### src/rtl/logic_unit_pipe.sv
// logic_unit_pipe: two-stage valid/ready pipelined 8-op bitwise logic unit with zero flag and saturating result count
module logic_unit_pipe #(
  parameter int WIDTH = 8,
  parameter int CNT_W = 8
) (
  input  logic             clk,
  input  logic             rst,
  input  logic             in_valid,
  output logic             in_ready,
  input  logic [WIDTH-1:0] a,
  input  logic [WIDTH-1:0] b,
  input  logic [2:0]       op,
  output logic             out_valid,
  input  logic             out_ready,
  output logic [WIDTH-1:0] y,
  output logic             zero,
  output logic [CNT_W-1:0] op_count
);
  logic             s1_valid;
  logic [WIDTH-1:0] s1_a, s1_b, f;
  logic [2:0]       s1_op;
  logic             en1, en2;
  assign en2      = !out_valid || out_ready;
  assign en1      = !s1_valid || en2;
  assign in_ready = en1;
  always_comb begin
    f = s1_a;
    case (s1_op)
      3'd0:    f = ~(s1_a & s1_b);
      3'd1:    f = s1_a & s1_b;
      3'd2:    f = s1_a | s1_b;
      3'd3:    f = ~(s1_a | s1_b);
      3'd4:    f = s1_a ^ s1_b;
      3'd5:    f = ~(s1_a ^ s1_b);
      3'd6:    f = ~s1_a;
      default: f = s1_a;
    endcase
  end
  always_ff @(posedge clk) begin
    if (rst) begin
      s1_valid <= 1'b0;
      s1_a     <= '0;
      s1_b     <= '0;
      s1_op    <= '0;
    end else if (en1) begin
      s1_valid <= in_valid;
      s1_a     <= a;
      s1_b     <= b;
      s1_op    <= op;
    end
  end
  always_ff @(posedge clk) begin
    if (rst) begin
      out_valid <= 1'b0;
      y         <= '0;
      zero      <= 1'b1;
    end else if (en2) begin
      out_valid <= s1_valid;
      y         <= f;
      zero      <= f == '0;
    end
  end
  always_ff @(posedge clk) begin
    if (rst)
      op_count <= '0;
    else if (out_valid && out_ready && op_count != '1)
      op_count <= op_count + 1'b1;
  end
endmodule

### config.mk
export PLATFORM = sky130hd
export DESIGN_NAME = logic_unit_pipe
export DESIGN_NICKNAME = d
export VERILOG_FILES = /design/src/rtl/logic_unit_pipe.sv
export SDC_FILE = /design/constraint.sdc
export NUM_CORES = 1
export LEC_CHECK = 0
export CORE_MARGIN = 2
export CORE_UTILIZATION = 48
export CTS_BUF_LIST = sky130_fd_sc_hd__clkbuf_4 sky130_fd_sc_hd__clkbuf_8
export DETAILED_ROUTE_END_ITERATION = 6
export GPL_TIMING_DRIVEN = 0
export PLACE_DENSITY = 0.85
export SETUP_SLACK_MARGIN = 0.05
export SLEW_MARGIN = 10
export SYNTH_ARGS = -nofsm -noshare
export SYNTH_HDL_FRONTEND = slang
export SYNTH_SLANG_ARGS = --single-unit
### constraint.sdc
create_clock -name clk -period 1.9 [get_ports clk]
set_input_delay 0.285 -clock clk [delete_from_list [all_inputs] [get_ports clk]]
set_output_delay 0.285 -clock clk [all_outputs]
set_load 0.01 [all_outputs]
==> results of run 1 <==
[placed cells by master (no fill, tap or decap), types with 6 or more instances in the layout]
master,instances
nand2b_1,6
nand2_1,52
buf_4,10
a21oi_1,24
nor2_1,20
inv_1,21
ha_1,15
clkdlybuf4s50_1,38
clkbuf_1,9
mux2i_1,7
clkbuf_8,6
mux4_2,6
dfxtp_2,13
dfxtp_1,25
[power by group through the flow]
stage / Sequential, mW / Clock [mW] / Combinational (mW)
2_1_floorplan: 0.903 / 0 / 0.203
3_3_place_gp: 0.896 / 0 / 0.337
3_5_place_dp: 0.900 / 0 / 0.349
4_1_cts: 0.882 / 0.533 / 0.374
5_1_grt: 0.891 / 0.568 / 0.441
6_report: 0.884 / 0.520 / 0.401
[flip-flops by register name, indices dropped and copies added (netlist names)]
name / flops
y: 8
op_count: 8
out_valid: 1
s1_a: 8
zero: 1
s1_op: 3
s1_b: 8
s1_valid: 1
[repair_timing]
action                     4_1_cts  5_1_grt
buffers inserted                 7        3
setup endpoints to repair        2        8
gates resized for setup         21       19
hold endpoints to repair         0        0
gates cloned                     0        0
pin swaps                        2        7
[layout make-up]
class | instances | area, um^2
buffer | 16 | 96.34
clock buffer | 5 | 68.82
clock inverter | 2 | 10.01
fill | 387 | 1475
inverter | 26 | 97.59
multi-input combinational | 183 | 1255
sequential | 38 | 777.0
tap | 52 | 65.06
timing repair buffer | 50 | 479.2
[kinds of logic (layout without fill, tap and decap cells)]
logic type / after synthesis / count (layout) / share of synthesized area
muxes: 14 / 14 / 0.1046
AOI/OAI and AO/OA: 42 / 42 / 0.1146
DFF: 38 / 38 / 0.3553
and+or+nand+nor: 101 / 101 / 0.2098
xor gates and xnor gates: 9 / 9 / 0.03682
adders and majority gates: 17 / 17 / 0.09936
buffers and inverters: 42 / 99 / 0.07948
[metrics by stage]
stage                     setup TNS [ns]  area (um^2)  power (mW)  hold slack [ns]  setup slack, ns
after global routing             -0.1001         2849       1.900           0.4012          -0.1001
after floorplan                        0         2141       1.106           0.4057           0.1035
after global placement            -4.171         2606       1.233           0.4422          -0.7182
after detailed placement          -3.875         2606       1.248           0.4478          -0.7105
after CTS                              0         2765       1.790           0.3805          0.04027
final                           -0.01180         2849       1.805           0.3873         -0.01180
[path summary, 6_finish.rpt]
| check | start | end | cells past startpoint |
|---|---|---|---|
| worst max-delay path | s1_b[6] | zero | 7 |
| worst min-delay path | rst | op_count[4] | 2 |
| worst max register to register | s1_b[6] | zero | 7 |
| worst min register to register | y[6] | y[6] | 2 |
[worst max-delay path: cells and delay by family (launching register included)]
kind                     cells  cell delay (ns)
multiplexers                 1             0.49
flip-flops                   1             0.35
AND/OR/NAND/NOR              1             0.33
AO/OA/AOI/OAI                2             0.33
adder cells (fa/ha/maj)      1             0.25
buffers and inverters        2             0.07
[metal layers]
metal,track usage,share of wire
met1,0.2181,0.41
met2,0.3614,0.51
met5,0,0
met4,0.09224,0.027
met3,0.05128,0.051
==> flow_metrics.env, run 1 <==
export IMPL_die_x_um=70.79
export IMPL_die_h_um=70.79
export IMPL_ctsHtreeMaxLevel=2
export IMPL_crit_slowest_cell="mux4_2"
export IMPL_grtUsageTotal=0.2000
export IMPL_critPathMaxFanout=3
export IMPL_nets=360
export IMPL_start_util=0.4951
export IMPL_ys_warn_count=0
export IMPL_p_leak_nw=1.201
export IMPL_yosys_top_cells_area="dfxtp_1, ha_1, nand2_1"
export IMPL_numCtsBuffers=5
export IMPL_cts_max_path_buffers=2
export IMPL_worstPathCellList="inv_2 -> ha_4 -> inv_2 -> mux4_2 -> nor4_2 -> a2bb2oi_1 -> o31ai_1"
export IMPL_place_congestion=0.8055
export IMPL_synth_top_area_frac=0.3553
export IMPL_min_path_type="in -> reg"
export IMPL_powerDensity_nw_per_um2=633.6
export IMPL_finalCritPeriodShare=1.006
export IMPL_antenna_found_initial=0
export IMPL_status="complete, but fails checks"
export IMPL_grt_start_max_net_pins=12
export IMPL_r2r_slack_ns=-0.01
export IMPL_n_antenna_cell=0
export IMPL_synth_ff_type="dfxtp_1"
export IMPL_cp_slowest_stage_delay_ns=0.49
export IMPL_setup_viol=1
export IMPL_clk_pin_slew_ns=0.07
export IMPL_period_minus_slack_ns=1.912
export IMPL_synth_nets=303
export IMPL_drc=0
export IMPL_cts_tree="yes"
export IMPL_post_route_cells_drive_above_1_share=0.1844
export IMPL_wire_per_inst_um=12.71
export IMPL_synth_cell_types=35
export IMPL_synth_edf_count=0
export IMPL_clock_skew_ns=0.005324
export IMPL_core_area_um2=4324
export IMPL_violations="setup timing"
export IMPL_dpl_hpwl_mm=3.365
export IMPL_wirelength_mm=4.729
export IMPL_vias=1949
export IMPL_io_buffers=40
export IMPL_first_iter_violations=104
export IMPL_comb_power_share=0.222
export IMPL_p_int_mw=1.318
export IMPL_p_clk_frac=0.288
export IMPL_yosysTopAreaCell="dfxtp_1"
export IMPL_syn_inst=263
export IMPL_ant_nets=0
export IMPL_fin_ws_ns=-0.01180
export IMPL_die_area_um2=5011
export IMPL_final_max_slew_viol_count=0
export IMPL_avgViaCountPerCell=5.239
export IMPL_power_switching_mw=0.4874
export IMPL_fmax_ghz=0.5231
export IMPL_firstDrtPassIters=4
export IMPL_ioPinCount=42
export IMPL_syn_area_um2=2141
export IMPL_hold_viol=0
export IMPL_post_route_util=0.6589
export IMPL_grt_pass1_vias=1912
export IMPL_syn_to_final_growth_pct=33.08
export IMPL_yosysMostFrequentCell="nand2_1"
export IMPL_swShare=0.2700
export IMPL_cts_sinks=38
export IMPL_final_cells=372
export IMPL_crit_required_ns=2.10
export IMPL_pwr_share_seq=0.490
export IMPL_avgSynthCellArea_um2=8.140
export IMPL_clock_latency_ns=0.29
export IMPL_ir_worst_vdd_mv=0.2819
export IMPL_place_inst=355
export IMPL_crit_path_start_kind="flop"
export IMPL_ys_async_sr_fraction=0
export IMPL_synthTopCellsByCount="nand2_1, dfxtp_1, a21oi_1, inv_1, nor2_1"
export IMPL_ys_seq_area_frac=0.3553
export IMPL_rsz0062_at_grt="true"
export IMPL_path_common_cell="inv_2"
export IMPL_placement_rows=24
export IMPL_cap_violations=0
export IMPL_worst_pin_slew_ns=0.5275
export IMPL_critPathArrivalTime_ns=2.11
export IMPL_cts_hold_fix_buffers=0
export IMPL_crit_path_end_kind="flop"
export IMPL_root_buffer="clkbuf_8"
export IMPL_gr_total_overflow=0
export IMPL_grt_pass1_wl_mm=7.997
export IMPL_timing_slew_headroom=0.6483
export IMPL_path_class="reg -> reg"
export IMPL_synth_seq_cells=38
Power figures use the tool's default switching activity.
==> run 2, diff against run 1 <==
--- a/config.mk
+++ b/config.mk
@@ -6,7 +6,7 @@
 export NUM_CORES = 1
 export LEC_CHECK = 0
 export CORE_MARGIN = 2
-export CORE_UTILIZATION = 48
+export CORE_UTILIZATION = 50
 export CTS_BUF_LIST = sky130_fd_sc_hd__clkbuf_4 sky130_fd_sc_hd__clkbuf_8
 export DETAILED_ROUTE_END_ITERATION = 6
 export GPL_TIMING_DRIVEN = 0
==> constraint.sdc (replaced) <==
create_clock -name clk -period 2.2 [get_ports clk]
set_input_delay 0.33 -clock clk [delete_from_list [all_inputs] [get_ports clk]]
set_output_delay 0.33 -clock clk [all_outputs]
set_load 0.01 [all_outputs]
==> run 2 against run 1 <==
- the flow now finishes without violations
- sequential power down 14%
- via count down 3.1%
- combinational power down 24%
- utilization up 0.60 points
- hold slack better by 0.035 ns
- worst setup slack better by 0.15 ns
- cell area down 5.3%
- die area down 3.8%
- clock power down 9.0%
==> flow_metrics.env, run 2 (synthesis gave the netlist of run 1 again) <==
export IMPL_hold_viol=0
export IMPL_place_ws_ns=-0.5161
export IMPL_ir_worst_vdd_mv=0.2835
export IMPL_firstDrtPassIters=4
export IMPL_crit_path_end_kind="output pin"
export IMPL_io_buffers=40
export IMPL_die_x_um=69.44
export IMPL_drc=0
export IMPL_cts_max_path_buffers=2
export IMPL_finalCritPeriodShare=0.9375
export IMPL_wirelength_mm=4.483
export IMPL_p_leak_nw=1.134
export IMPL_fmax_ghz=0.4848
export IMPL_wire_per_inst_um=12.45
export IMPL_avgViaCountPerCell=5.247
export IMPL_first_iter_violations=100
export IMPL_rsz0062_at_grt="false"
export IMPL_vias=1889
export IMPL_ctsHtreeMaxLevel=2
export IMPL_n_antenna_cell=0
export IMPL_grtUsageTotal=0.1920
export IMPL_fin_ws_ns=0.1374
export IMPL_timing_slew_headroom=0.6645
export IMPL_period_minus_slack_ns=2.063
export IMPL_path_class="in -> out"
export IMPL_post_route_util=0.6648
export IMPL_grt_pass1_vias=1706
export IMPL_start_util=0.5276
export IMPL_place_congestion=0.8521
export IMPL_grt_pass1_wl_mm=7.548
export IMPL_min_path_type="in -> reg"
export IMPL_finalInstanceArea_um2=2698
export IMPL_mostFrequentLayoutCell="nand2_1"
export IMPL_status="finished, final reports clean"
export IMPL_powerDensity_nw_per_um2=569.9
export IMPL_clock_latency_ns=0.29
export IMPL_numCtsBuffers=5
export IMPL_critPathMaxFanout=10
export IMPL_clk_pin_slew_ns=0.07
export IMPL_root_buffer="clkbuf_8"
export IMPL_core_area_um2=4058
export IMPL_cts_sinks=38
export IMPL_die_h_um=69.44
export IMPL_nets=350
export IMPL_final_max_slew_viol_count=0
export IMPL_ioPinCount=42
export IMPL_post_route_cells_drive_above_1_share=0.06774
export IMPL_cap_violations=0
export IMPL_antenna_found_initial=0
export IMPL_place_area_um2=2604
export IMPL_grt_start_max_net_pins=11
export IMPL_gr_total_overflow=0
export IMPL_worst_pin_slew_ns=0.5033
export IMPL_die_area_um2=4821
export IMPL_cts_tree="yes"
export IMPL_setup_viol=0
export IMPL_placement_rows=23
export IMPL_fillers=348
export IMPL_dpl_hpwl_mm=3.287
export IMPL_ant_nets=0
export IMPL_crit_path_start_kind="primary input"
export IMPL_final_cell_mix="nand2_1, clkdlybuf4s50_1, dfxtp_1"
export IMPL_critPathArrivalTime_ns=1.73
export IMPL_crit_required_ns=1.87
export IMPL_power_mw=1.537
export IMPL_syn_to_final_growth_pct=26.01
export IMPL_clock_skew_ns=0.003949
[run 2: through the flow]
step,setup TNS (ns),hold WS [ns],instances
floorplan,0,0.4317,263
global placement,-0.4997,0.4431,353
detailed placement,-0.5161,0.4463,353
CTS,0,0.4254,360
global route,0,0.4322,360
finish,0,0.4225,360
[run 2: layout make-up]
cell class / count / area (um^2) / share of cell area
buffer: 16 / 80.08 / 0.02968
clock buffer: 7 / 83.83 / 0.03108
inverter: 26 / 97.59 / 0.03618
multi-input combinational: 183 / 1212 / 0.4494
sequential: 38 / 760.7 / 0.2820
tap: 50 / 62.56 / 0.02319
timing repair buffer: 40 / 400.4 / 0.1484
[run 2: critical path: stages]
cell             delay [ns]
clkdlybuf4s50_1        0.50
nor2b_1                0.06
buf_4                  0.16
and2_4                 0.17
inv_1                  0.07
clkbuf_4               0.20
clkdlybuf4s15_1        0.25
[run 2: routing by layer]
layer,track usage,vias to the layer above,share of wire
li1,-,965,-
met1,0.2390,864,0.45
met3,0.04797,7,0.046
met2,0.3216,53,0.48
met4,0.06972,0,0.019
met5,0,-,0
[run 2: path summary, 6_finish.rpt]
path,from,endpoint,slack (ns),cells after the start
worst max-delay path,out_ready,in_ready,0.14,7
worst min register to register,y[2],y[2],0.45,2
worst min-delay path,rst,s1_valid,0.42,2
worst max register to register,s1_a[6],zero,0.20,7
[run 2: timing repair]
item                       4_1_cts  5_1_grt
setup buffers                    0        0
setup endpoints to repair        1        1
resized for setup                5        3
pin swaps                        0        0
hold buffers                     0        0
[run 2: where the power goes]
group	total, mW	leakage [nW]	internal, mW	switching, mW
sequential	0.761	0.315	0.730	0.0304
combinational	0.304	0.774	0.165	0.138
clock	0.473	0.0452	0.243	0.230
